[src/rtl/bitmask_mem_pkg.sv]
// Shared types for the bit-masked memory initiator.
//   state_e : controller FSM states
//   req_t   : one request-port command at the default widths
package bitmask_mem_pkg;

  localparam int DEF_ADDR_W = 3;
  localparam int DEF_DATA_W = 32;

  typedef enum logic [2:0] {
    ST_IDLE = 3'd0,
    ST_WR   = 3'd1,
    ST_RD   = 3'd2,
    ST_WAIT = 3'd3,
    ST_RSP  = 3'd4
  } state_e;

  typedef struct packed {
    logic                  wr;
    logic [DEF_ADDR_W-1:0] addr;
    logic [DEF_DATA_W-1:0] data;
    logic [DEF_DATA_W-1:0] mask;
  } req_t;

endpackage

[src/rtl/bitmask_mem_initiator.sv]
// Request-side controller for a bit-masked memory.
// Accepts masked-write / read commands, drives the memory pins, captures
// read data after READ_LAT cycles and returns a response. With VERIFY=1
// every write is followed by a readback that flags masked-bit mismatches.
//
// Ports
//   clk, rst                      : clock, async active-high reset
//   req_valid/req_ready           : command handshake
//   req_wr/req_addr/req_data/req_mask : command fields
//   rsp_valid/rsp_ready           : response handshake
//   rsp_data/rsp_err              : read word, verify mismatch
//   enb/wr/addr/data/masked       : memory control outputs
//   r_data                        : memory read data
//
// state   | meaning
// --------+-------------------------------------------------
// IDLE    | ready for a command
// WR      | one-cycle masked write strobe
// RD      | one-cycle read issue (command read or readback)
// WAIT    | READ_LAT cycles until r_data is valid
// RSP     | response held until rsp_ready
module bitmask_mem_initiator
  import bitmask_mem_pkg::*;
#(
  parameter int ADDR_W   = DEF_ADDR_W,
  parameter int DATA_W   = DEF_DATA_W,
  parameter int READ_LAT = 1,
  parameter bit VERIFY   = 1'b1
) (
  input  logic              clk,
  input  logic              rst,
  input  logic              req_valid,
  output logic              req_ready,
  input  logic              req_wr,
  input  logic [ADDR_W-1:0] req_addr,
  input  logic [DATA_W-1:0] req_data,
  input  logic [DATA_W-1:0] req_mask,
  output logic              rsp_valid,
  input  logic              rsp_ready,
  output logic [DATA_W-1:0] rsp_data,
  output logic              rsp_err,
  output logic              enb,
  output logic              wr,
  output logic [ADDR_W-1:0] addr,
  output logic [DATA_W-1:0] data,
  output logic [DATA_W-1:0] masked,
  input  logic [DATA_W-1:0] r_data
);

  localparam int CNT_W = $clog2(READ_LAT + 1);
  localparam logic [CNT_W-1:0] LAT_M1 = CNT_W'(READ_LAT - 1);

  typedef struct packed {
    logic              wr;
    logic [ADDR_W-1:0] addr;
    logic [DATA_W-1:0] data;
    logic [DATA_W-1:0] mask;
  } cmd_t;

  state_e            state_q, state_d;
  cmd_t              cmd_q, cmd_d;
  logic [CNT_W-1:0]  cnt_q, cnt_d;
  logic [DATA_W-1:0] rsp_data_q, rsp_data_d;
  logic              rsp_err_q, rsp_err_d;
  logic              req_ready_q, req_ready_d;
  logic              accept;

  assign accept = (state_q == ST_IDLE) && req_ready_q && req_valid;

  always_ff @(posedge clk or posedge rst) begin
    if (rst) begin
      state_q     <= ST_IDLE;
      cmd_q       <= '0;
      cnt_q       <= '0;
      rsp_data_q  <= '0;
      rsp_err_q   <= 1'b0;
      req_ready_q <= 1'b0;
    end else begin
      state_q     <= state_d;
      cmd_q       <= cmd_d;
      cnt_q       <= cnt_d;
      rsp_data_q  <= rsp_data_d;
      rsp_err_q   <= rsp_err_d;
      req_ready_q <= req_ready_d;
    end
  end

  always_comb begin
    state_d     = state_q;
    cmd_d       = cmd_q;
    cnt_d       = cnt_q;
    rsp_data_d  = rsp_data_q;
    rsp_err_d   = rsp_err_q;
    // Ready is registered: it is raised by the edge that leaves RSP (or any
    // idle edge) so a new command can be accepted on the following edge.
    req_ready_d = 1'b0;

    unique case (state_q)
      ST_IDLE: begin
        if (accept) begin
          cmd_d   = '{wr: req_wr, addr: req_addr, data: req_data, mask: req_mask};
          state_d = req_wr ? ST_WR : ST_RD;
        end else begin
          req_ready_d = 1'b1;
        end
      end
      ST_WR: begin
        if (VERIFY) begin
          state_d = ST_RD;
        end else begin
          state_d    = ST_RSP;
          rsp_data_d = '0;
          rsp_err_d  = 1'b0;
        end
      end
      ST_RD: begin
        state_d = ST_WAIT;
        cnt_d   = LAT_M1;
      end
      ST_WAIT: begin
        if (cnt_q == '0) begin
          state_d    = ST_RSP;
          rsp_data_d = r_data;
          // Only bits covered by the write mask are meaningful in a readback.
          rsp_err_d  = cmd_q.wr && (((r_data ^ cmd_q.data) & cmd_q.mask) != '0);
        end else begin
          cnt_d = cnt_q - CNT_W'(1);
        end
      end
      ST_RSP: begin
        if (rsp_ready) begin
          state_d     = ST_IDLE;
          req_ready_d = 1'b1;
        end
      end
      default: state_d = ST_IDLE;
    endcase
  end

  assign req_ready = req_ready_q;
  assign rsp_valid = (state_q == ST_RSP);
  assign rsp_data  = rsp_data_q;
  assign rsp_err   = rsp_err_q;
  assign enb       = (state_q == ST_WR) || (state_q == ST_RD);
  assign wr        = (state_q == ST_WR);
  assign addr      = cmd_q.addr;
  // Reads present a clean bus; elsewhere the latched write operands are held.
  assign data      = (state_q == ST_RD) ? '0 : cmd_q.data;
  assign masked    = (state_q == ST_RD) ? '0 : cmd_q.mask;

endmodule

[config.mk]
export PLATFORM = sky130hd
export DESIGN_NAME = bitmask_mem_initiator
export DESIGN_NICKNAME = d
export VERILOG_FILES = /design/src/rtl/bitmask_mem_pkg.sv /design/src/rtl/bitmask_mem_initiator.sv
export SDC_FILE = /design/constraint.sdc
export NUM_CORES = 1
export LEC_CHECK = 0
export BUFFER_PORTS_ARGS = -buffer_cell sky130_fd_sc_hd__buf_4
export CAP_MARGIN = 5
export CELL_PAD_IN_SITES_DETAIL_PLACEMENT = 0
export CELL_PAD_IN_SITES_GLOBAL_PLACEMENT = 1
export CORE_MARGIN = 2
export CORE_UTILIZATION = 33
export DETAILED_ROUTE_END_ITERATION = 8
export GPL_ROUTABILITY_DRIVEN = 0
export PLACE_DENSITY_LB_ADDON = 0.1
export SYNTH_ARGS = -nofsm -noshare
export SYNTH_HDL_FRONTEND = slang
export SYNTH_SLANG_ARGS = --single-unit
export TNS_END_PERCENT = 10
[constraint.sdc]
create_clock -name clk -period 3.4 [get_ports clk]
set_clock_uncertainty 0.15 [all_clocks]
set_input_delay 0.34 -clock clk [delete_from_list [all_inputs] [get_ports clk]]
set_output_delay 0.34 -clock clk [all_outputs]
set_load 0.05 [all_outputs]
# ---- After elaboration in Yosys (flattened, before gate mapping)
# Index checks and enable logic that the tools add are counted.
dict set report word_totals {
  mem_bits_ro 0
  wordCells 42
  memories 0
  input_bits 104
  out_inout_bits 104
  ramBits 0
  reg_bits 106
  latchBits 0
}
dict set report op_classes {
  div_mod_pow 0
  addsub 1
  mul 0
  bitwise_logic 3
  shift 0
  reduce_logical 10
  magnitude_cmp 0
  mux 12
  eq_ne 7
}
# op count
set op_table {}
lappend op_table {{$mux W32} 2}
lappend op_table {{$and A32 B32 Y32} 1}
lappend op_table {{$reduce_bool A32 Y1} 1}
lappend op_table {{$xor A32 B32 Y32} 1}
lappend op_table {{$pmux W3 S5} 1}
lappend op_table {{$mux W3} 3}
lappend op_table {{$eq A3 B2 Y1 const B} 2}
lappend op_table {{$ne A2 B2 Y1 const B} 2}
lappend op_table {{$pmux W1 S2} 2}
lappend op_table {{$reduce_and A2 Y1} 2}
lappend op_table {{$eq A3 B1 Y1 const B} 1}
lappend op_table {{$eq A3 B3 Y1 const B} 1}
lappend op_table {{$logic_and A1 B1 Y1} 3}
lappend op_table {{$logic_not A3 Y1} 1}
lappend op_table {{$mux W1} 3}
lappend op_table {{$reduce_and A3 Y1} 1}
lappend op_table {{$mux W2} 1}
lappend op_table {{$ne A2 B1 Y1 const B} 1}
lappend op_table {{$reduce_bool A2 Y1} 1}
lappend op_table {{$logic_or A1 B1 Y1} 1}
lappend op_table {{$not A1 Y1} 1}
lappend op_table {{$sub A1 B1 Y1 const B} 1}

# ---- Logic depth before layout (Yosys ltp)
# Gate-level depths: netlist of run 1.
dict set report logic_depth {
  depth_word 5
  ltp_mapped 6
  ltp_nobuf 5
}

# ---- Worst setup path before layout of run 1
# No wires, ideal clock.
dict set report synth_timing {
  kind {reg-to-output}
  from {register state_q[2]}
  to {output enb}
  path_buffers 1
  stages_incl_launch_ff 4
  required_ns 2.910
  path_slack_ns 0.747
  t_arrival_ns 2.163
  path_cell_list {dfrtp_1 -> buf_2 -> nor3b_1 -> or2_2}
}
dict set report synth_between {
  elab_chain_cells 2
  elab_cells_between_ends 3
}
# item line_no
set synth_lines {}
lappend synth_lines {{start, declared} bitmask_mem_initiator.sv:60} ;# state_e state_q, state_d;
lappend synth_lines {{start signal, assigned} bitmask_mem_initiator.sv:79} ;# state_q <= state_d;
lappend synth_lines {{$eq A3 B1 Y1} -}
lappend synth_lines {{net wr} bitmask_mem_initiator.sv:43} ;# output logic wr,
lappend synth_lines {{$logic_or A1 B1 Y1} bitmask_mem_initiator.sv:144} ;# assign enb = (state_q == ST_WR) || (state_q == ST_RD);
lappend synth_lines {{end, declared} bitmask_mem_initiator.sv:42} ;# output logic enb,
# The timed path passes the listed nets, and every way through them passes these cells.

# ---- Final worst setup path of run 1
dict set report layout_timing {
  from {register state_q[1]}
  to {output enb}
}
dict set report layout_between {
  elab_chain_cells 2
  elab_cells_between_ends 3
}
# item line_no
set layout_lines {}
lappend layout_lines {{$eq A3 B1 Y1 or $eq A3 B2 Y1 (tied branches)} bitmask_mem_initiator.sv:144}
lappend layout_lines {{$logic_or A1 B1 Y1 (*)} bitmask_mem_initiator.sv:144}
# Mark *: on every way between the ends. The rest lies on a longest branch, timed or not.

==> out/qor.csv, run 1 <==
stage,metric,value,unit
timing,tns,0,ns
run_status,status,finished clean,
timing,relSlewSlack,0.398,
clocking,cts_resized,0,
clocking,htree_num_levels,3,
setup_path,reg2reg_slack,1.37,ns
layout,nets,674,
setup_path,cp-end-kind,primary output,
yosys,ys_seq_elements,105,
yosys,syn_inst,367,
global_routing,grt_max_degree,73,
yosys,synth_nets,471,
yosys,seq_area_frac_synth,0.543,
timing,hold_violations,0,
setup_path,slowest_delay,0.55,ns
drt,viasPerCell,4.66,
setup_path,slowest_stage,buf_4,
min_path,hold_path_class,primary input to asynchronous set/reset pin,
layout,layout_commonest_cell,buf_4,
layout,drive_gt1_frac,0.563,
global_routing,track_usage,0.169,
timing,rsz0062_at_grt,no,
yosys,ys_warn_count,0,
clocking,cts-hold-fix-buffers,0,
layout,nFillCells,1373,
setup_path,critPathMaxFanout,56,
setup_path,worst_setup_path_start_kind,flip-flop,
clocking,cts_tree,built,
drt,routed_wl,13200,um
yosys,async_flop_share,1.00,
floorplan,die_w,125,um
floorplan,rows,44,
timing,fin_crit_sh,0.743,
setup_path,crit_path_start,state_q[1],
global_routing,grt_pass1_wl,20800,um
floorplan,start_util,0.335,
placed_design,port_buffers,207,
timing,max_freq,0.396,GHz
yosys,ys_types,26,
yosys,synth_edf_count,0,
drt,num_vias,3535,
job,maxCapViolations,0,
timing,slew_violations,0,
setup_path,r2r_cells,3,
clocking,cts_setup_buffers,0,
global_routing,grt_pass1_vias,3823,
clocking,clk_pin_slew,0.06,ns
floorplan,core,14400,um^2
layout,insertedDiodeCount,0,
floorplan,die_y,125,um
drt,wire_per_inst,17.3,um
clocking,cts-root-buf,clkbuf_16,
drt,first_pass_iters,4,
setup_path,worstReg2RegEnd,cmd_q[27],
setup_path,critical_path_class,flip-flop to primary output,
yosys,synth_area,4840,um^2
layout,area_growth,41.7,%
timing,tightest_slew,0.903,ns
floorplan,dieArea,15600,um^2
floorplan,ios,208,
clocking,clock-sinks,105,
clocking,clockBufferDepth,2,
setup_path,crit_chain,"nor3b_2, buf_4, or2_2, buf_4",
drt,drt-initial-drc-count,91,
global_routing,antenna_found_initial,0,
drt,post-route-drc-count,0,
drt,ant_nets,0,
layout,fin_area,6850,um^2
placed_design,hpwl,9750,um
setup_path,cp-endpoint,enb,
yosys,synth_area_per_cell,13.2,um^2
setup_path,crit_arrival,2.04,ns
setup_path,rr_startpoint,state_q[2],
setup_path,cp_common_cell,buf_4,
clocking,cts_buffers,9,
timing,setup_viol,0,
layout,layout_common_cells,"buf_4 (214), dfrtp_1 (105), mux2_2 (91)",
placed_design,dpl-instance-area,6580,um^2
setup_path,cp.required,2.91,ns
clocking,clock_latency,0.35,ns
yosys,yosys_most_used_dff,dfrtp_1,
global_routing,overflow,0,
timing,post-route-min-period,2.53,ns
metrics by stage:
stage | std cells | utilization | setup slack [ns] | hold slack [ns]
floorplan | 367 | - | 0.149 | 0.297
global placement | 743 | 0.456 | 1.25 | 0.318
detailed placement | 743 | 0.456 | 1.22 | 0.332
CTS | 759 | 0.475 | 0.830 | 0.0371
global route | 759 | 0.475 | 0.718 | 0.0518
finish | 759 | 0.475 | 0.873 | 0.0311
critical path: cells and delay by family (launching register included):
kind	cells	cell delay, ns
buffers and inverters	2	0.74
DFF	1	0.50
and+or+nand+nor	2	0.46
how the worst min path moves through the flow:
stage | from | to | slack [ns]
floorplan | rsp_ready | state_q[2] | 0.30
global placement | rsp_err | rsp_err | 0.32
detailed placement | rsp_err | rsp_err | 0.33
CTS | rsp_ready | state_q[2] | 0.04
global route | rsp_ready | state_q[2] | 0.05
finish | rst | rsp_data[18] | 0.03
registers in the layout (all words and copies together), names as in the netlist:
register,count
rsp_err,1
state_q,3
cmd_q,65
req_ready,1
addr,3
rsp_data,32
kinds of logic (layout without fill, tap and decap cells):
| kind of cell | count (synthesis) | after routing | synth area share |
|---|---|---|---|
| compound gates | 24 | 24 | 0.0349 |
| xor+xnor | 32 | 32 | 0.0579 |
| buf+inv | 26 | 234 | 0.0279 |
| flops | 105 | 105 | 0.543 |
| mux | 99 | 99 | 0.230 |
| simple gates | 81 | 81 | 0.106 |
cells in the mapped netlist (all sizes together), types with 2 or more instances:
library cell  instances  area, um^2
nor2b                64         400
dfrtp               105        2630
a22oi                16         120
xor2                 32         280
nand4                 4        25.0
inv                   3        11.3
nor3                  2        10.0
nand2                 4        15.0
nor4                  2        27.5
buf                  17         101
o21ai                 2        10.0
nor3b                 2        15.0
mux2                 99        1110
a21oi                 2        10.0
clkbuf                6        22.5
cell type report:
cell class / instances / area [um^2] / share of cell area
Sequential cell: 105 / 2630 / 0.383
Multi-Input combinational cell: 236 / 2080 / 0.303
Timing Repair Buffer: 215 / 1630 / 0.237
Clock buffer: 13 / 260 / 0.0380
Tap cell: 184 / 230 / 0.0336
Clock inverter: 3 / 15.0 / 0.00219
Inverter: 3 / 13.8 / 0.00201
layer usage:
| layer | vias to the layer above | track usage | part of all wire |
|---|---|---|---|
| li1 | 1673 | - | - |
| met1 | 1720 | 0.217 | 0.43 |
| met2 | 125 | 0.272 | 0.48 |
| met3 | 17 | 0.0531 | 0.077 |
| met4 | 0 | 0.0569 | 0.018 |
| met5 | - | 0 | 0 |
Power of run 1 is left out: the tool's default activity adds up to more than one toggle a clock period on the data nets, which glitch-free logic cannot reach.
==> run 2, diff against run 1 <==
Settings changed: CORE_UTILIZATION 33 to 35.
Clock period 3.4 ns to 2.5 ns, I/O delays scaled along.
==> run 2 against run 1 <==
Non-clock buffer count up 95. First-iteration DRC count up 29%. Final cell count up 11%. Wire length up 6.8%.
==> out/qor.csv, run 2 (same netlist as run 1, synthesis figures left out) <==
stage,metric,value,unit,change
timing,setup_slack,0.256,ns,-0.617 ns
placed_design,dp.cells,734,,-1.2%
timing,hold_violations,0,,unchanged
setup_path,cp-end-kind,primary output,,
clocking,clock-sinks,105,,unchanged
floorplan,ios,208,,unchanged
floorplan,die_y,122,um,-2.8%
drt,post-route-drc-count,0,,unchanged
job,maxCapViolations,0,,unchanged
timing,max_freq,0.446,GHz,
placed_design,hpwl,9440,um,-3.2%
timing,fin_crit_sh,0.897,,
layout,regMostFlops,cmd_q,,
setup_path,crit_arrival,1.84,ns,-0.20 ns
timing,slew_violations,0,,unchanged
timing,setup_viol,0,,unchanged
layout,drive_gt1_frac,0.481,,-0.0822
layout,seq_area,2630,um^2,unchanged
setup_path,critical_path_class,flip-flop to primary output,,
clocking,cts_resized,0,,unchanged
run_status,status,finished clean,,
layout,nFillCells,1169,,-15%
layout,multi_input_area,2080,um^2,unchanged
placed_design,dp_slack,0.562,ns,-0.655 ns
drt,wire_per_inst,16.7,um,-3.8%
layout,insertedDiodeCount,0,,unchanged
clocking,clock_latency,0.34,ns,about the same
global_routing,antenna_found_initial,0,,unchanged
global_routing,grt_pass1_vias,4198,,+9.8%
drt,viasPerCell,4.61,,-1.1%
timing,rsz0062_at_grt,no,,
clocking,htree_num_levels,3,,unchanged
layout,layout_common_cells,"buf_4 (210), dfrtp_1 (105), dlygate4sd3_1 (96)",,
drt,routed_wl,14100,um,+6.8%
layout,layout_commonest_cell,buf_4,,
layout,instances_no_fill,843,,+11%
clocking,clockBufferDepth,2,,unchanged
drt,num_vias,3884,,+9.9%
clocking,clk_pin_slew,0.07,ns,about the same
layout,nets,769,,+14%
min_path,hold_path_class,primary input to flip-flop,,
floorplan,core,13300,um^2,-7.5%
clocking,cts_tree,built,,
placed_design,port_buffers,207,,unchanged
floorplan,die_w,122,um,-2.8%
timing,tns,0,ns,unchanged
timing,post-route-min-period,2.24,ns,
timing,tightest_slew,0.705,ns,-0.198 ns
setup_path,worst_setup_path_start_kind,flip-flop,,
clocking,cts-root-buf,clkbuf_16,,
floorplan,rows,42,,-4.5%
drt,first_pass_iters,4,,unchanged
layout,largest_reg_flops,65,,unchanged
timing,relSlewSlack,0.529,,+0.131
clocking,cts_setup_buffers,0,,unchanged
setup_path,cp.required,2.10,ns,-0.81 ns
drt,drt-initial-drc-count,117,,+29%
drt,ant_nets,0,,unchanged
global_routing,overflow,0,,unchanged
global_routing,track_usage,0.193,,+0.0237
global_routing,grt_max_degree,70,,-4.1%
setup_path,critPathMaxFanout,65,,+16%
clocking,cts_buffers,9,,unchanged
clocking,cts-hold-fix-buffers,96,,+96
floorplan,start_util,0.362,,+0.0270
global_routing,grt_pass1_wl,21700,um,+4.3%
floorplan,dieArea,14800,um^2,-5.5%
layout,area_growth,61.9,%,
-- run 2: cell count changes in the layout (fill, tap and decap cells not counted) --
cell	before	now
clkinv_2	3	0
dlygate4sd3_1	0	96
buf_4	214	210
inv_4	1	0
clkbuf_1	2	1
buf_12	1	4
clkbuf_8	2	3
clkinvlp_4	0	1
-- run 2: critical path, stage by stage, from the launching register on --
cell	delay, ns
dfrtp_1	0.51
nor3b_2	0.30
buf_12	0.33
or2_2	0.17
buf_4	0.18
-- run 2: routing by layer --
layer  global-route usage  share of wire  vias up
li1                     -              -     1850
met1                0.235           0.43     1887
met2                0.330           0.49      126
met3               0.0478          0.055       21
met4               0.0740          0.021        0
met5                    0              0        -
-- run 2: through the flow --
step	utilization	hold WS, ns	cell area, um^2
3_5_place_dp	0.494	0.259	6600
4_1_cts	0.587	0.000704	7830
6_report	0.587	0.00969	7830
5_1_grt	0.587	0.000322	7830
2_1_floorplan	-	0.207	4840
3_3_place_gp	0.494	0.252	6600
-- run 2: final timing paths --
kind                            startpoint            to  slack (ns)  cells after the start
worst max-delay path            state_q[1]           enb        0.26                      4
worst min-delay path            r_data[31]  rsp_data[31]        0.01                      2
worst max register to register  state_q[2]       addr[2]        0.57                      3
worst min register to register     rsp_err       rsp_err        0.34                      2
max in group asynchronous              rst      cmd_q[6]        1.06                      4
min in group asynchronous              rst  rsp_data[21]        0.42                      3
-- run 2: cell type report --
cell class | instances | area share
tap | 176 | 0.0281
clock buffer | 13 | 0.0345
multi-input combinational | 236 | 0.266
sequential | 105 | 0.336
timing repair buffer | 310 | 0.334
inverter | 3 | 0.00192
Power of run 2 is left out for the same reason.
==> run 3, diff against run 2 <==
Settings changed: PLACE_DENSITY_LB_ADDON 0.1 to 0.3.
==> run 3 against run 2 <==
Count of clock-buffer cells in the layout fell by 1. Core utilization is 1.2 points higher. Worst setup slack lost 0.054 ns. Register-to-register slack barely moved.
==> out/qor.csv, run 3 (same netlist as run 1, synthesis figures left out) <==
stage,metric,value,unit,change
timing,fin_crit_sh,0.919,,+0.0216
setup_path,critPathMaxFanout,63,,-3.1%
timing,slew_violations,0,,unchanged
floorplan,core,13300,um^2,unchanged
setup_path,crit_arrival,1.90,ns,+0.06 ns
setup_path,worstReg2RegEnd,cmd_q[16],,
setup_path,slowest_stage,dfrtp_1,,
global_routing,track_usage,0.197,,+0.00415
timing,relSlewSlack,0.601,,+0.0720
timing,rsz0062_at_grt,no,,
timing,tightest_slew,0.597,ns,-0.108 ns
floorplan,ios,208,,unchanged
drt,num_vias,3932,,+1.2%
drt,viasPerCell,4.62,,+0.28%
min_path,min_path_cells,2,,unchanged
layout,insertedDiodeCount,0,,unchanged
clocking,cts_resized,0,,unchanged
setup_path,r2r_cells,3,,unchanged
drt,first_pass_iters,4,,unchanged
setup_path,worst_setup_path_start_kind,flip-flop,,
layout,regMostFlops,cmd_q,,
floorplan,die_w,122,um,unchanged
global_routing,grt_pass1_wl,22200,um,+2.2%
clocking,cts_setup_buffers,0,,unchanged
timing,setup_viol,0,,unchanged
job,maxCapViolations,0,,unchanged
clocking,cts-hold-fix-buffers,100,,+4.2%
setup_path,slowest_delay,0.50,ns,about the same
floorplan,die_y,122,um,unchanged
layout,instances_no_fill,851,,+0.95%
placed_design,hpwl,9610,um,+1.8%
setup_path,reg2reg_slack,0.57,ns,about the same
setup_path,crit_chain,"nor3b_2, buf_12, nor2b_1, buf_4",,
placed_design,dp.cells,734,,unchanged
layout,layout_commonest_cell,buf_4,,
layout,layout_common_cells,"buf_4 (209), dfrtp_1 (105), dlygate4sd3_1 (101)",,
layout,area_growth,65.1,%,
clocking,cts_tree,built,,
setup_path,cp.required,2.10,ns,about the same
global_routing,overflow,0,,unchanged
floorplan,dieArea,14800,um^2,unchanged
setup_path,rr_startpoint,state_q[2],,
drt,wire_per_inst,16.6,um,-0.19%
drt,ant_nets,0,,unchanged
setup_path,critical_path_class,flip-flop to primary output,,
min_path,hp-start,r_data[0],,
drt,drt-initial-drc-count,97,,-17%
min_path,min_to,rsp_data[0],,
min_path,hold_path_class,primary input to flip-flop,,
global_routing,antenna_found_initial,0,,unchanged
global_routing,grt_pass1_vias,4283,,+2.0%
layout,nFillCells,1080,,-7.6%
drt,post-route-drc-count,0,,unchanged
clocking,clock_latency,0.35,ns,about the same
clocking,clockBufferDepth,2,,unchanged
floorplan,rows,42,,unchanged
placed_design,port_buffers,207,,unchanged
drt,routed_wl,14200,um,+0.75%
layout,nets,774,,+0.65%
clocking,clk_pin_slew,0.06,ns,about the same
timing,holdWs,0.0189,ns,+0.00925 ns
timing,hold_violations,0,,unchanged
setup_path,cp-end-kind,primary output,,
global_routing,grt_max_degree,64,,-8.6%
timing,max_freq,0.435,GHz,-2.3%
clocking,htree_num_levels,3,,unchanged
clocking,cts-root-buf,clkbuf_16,,
clocking,cts_buffers,9,,unchanged
layout,drive_gt1_frac,0.481,,about the same
layout,largest_reg_flops,65,,unchanged
run_status,status,finished clean,,
timing,post-route-min-period,2.30,ns,+0.0540 ns
clocking,clock-sinks,105,,unchanged
floorplan,start_util,0.362,,unchanged
run 3: cell count changes in the layout (fill, tap and decap cells not counted), sizes merged:
cell         change
clkinvlp         +1
bufinv           +3
clkbuf           -1
dlygate4sd3      +5
run 3: area by class of cell:
type                       count  area [um^2]  share of cell area
inverter                       3         15.0             0.00188
sequential                   105         2630               0.329
clock buffer                  12          267              0.0334
clock inverter                 4         97.6              0.0122
multi-input combinational    236         2080               0.260
tap                          176          220              0.0276
timing repair buffer         315         2680               0.336
run 3: how the worst max path moves through the flow:
stage / startpoint / to / slack, ns / cells past startpoint
after floorplan: state_q[2] / enb / -0.06 / 3
after global placement: state_q[2] / cmd_q[57] / 0.63 / 3
after detailed placement: state_q[1] / data[3] / 0.59 / 4
after CTS: state_q[1] / data[3] / 0.20 / 4
after global routing: state_q[1] / masked[17] / 0.08 / 4
final: state_q[1] / data[16] / 0.20 / 4
run 3: stage by stage:
stage / cell area [um^2] / setup slack (ns) / TNS, ns / util
4_1_cts: 7980 / 0.202 / 0 / 0.598
6_report: 7990 / 0.202 / 0 / 0.598
2_1_floorplan: 4840 / -0.0626 / -0.0626 / -
3_3_place_gp: 6610 / 0.633 / 0 / 0.495
5_1_grt: 7990 / 0.0756 / 0 / 0.598
3_5_place_dp: 6610 / 0.588 / 0 / 0.495
run 3: per-layer routing:
layer / wire (um) / share of wire / track usage
met1: 5910 / 0.42 / 0.239
met5: 0 / 0 / 0
met2: 7130 / 0.50 / 0.336
met4: 236 / 0.017 / 0.0661
met3: 883 / 0.062 / 0.0581
run 3: critical path: cells and delay by family (launching register included):
| family | cells | cell delay [ns] |
|---|---|---|
| DFF | 1 | 0.50 |
| and+or+nand+nor | 2 | 0.47 |
| buffers and inverters | 2 | 0.52 |
Power of run 3 is left out for the same reason.
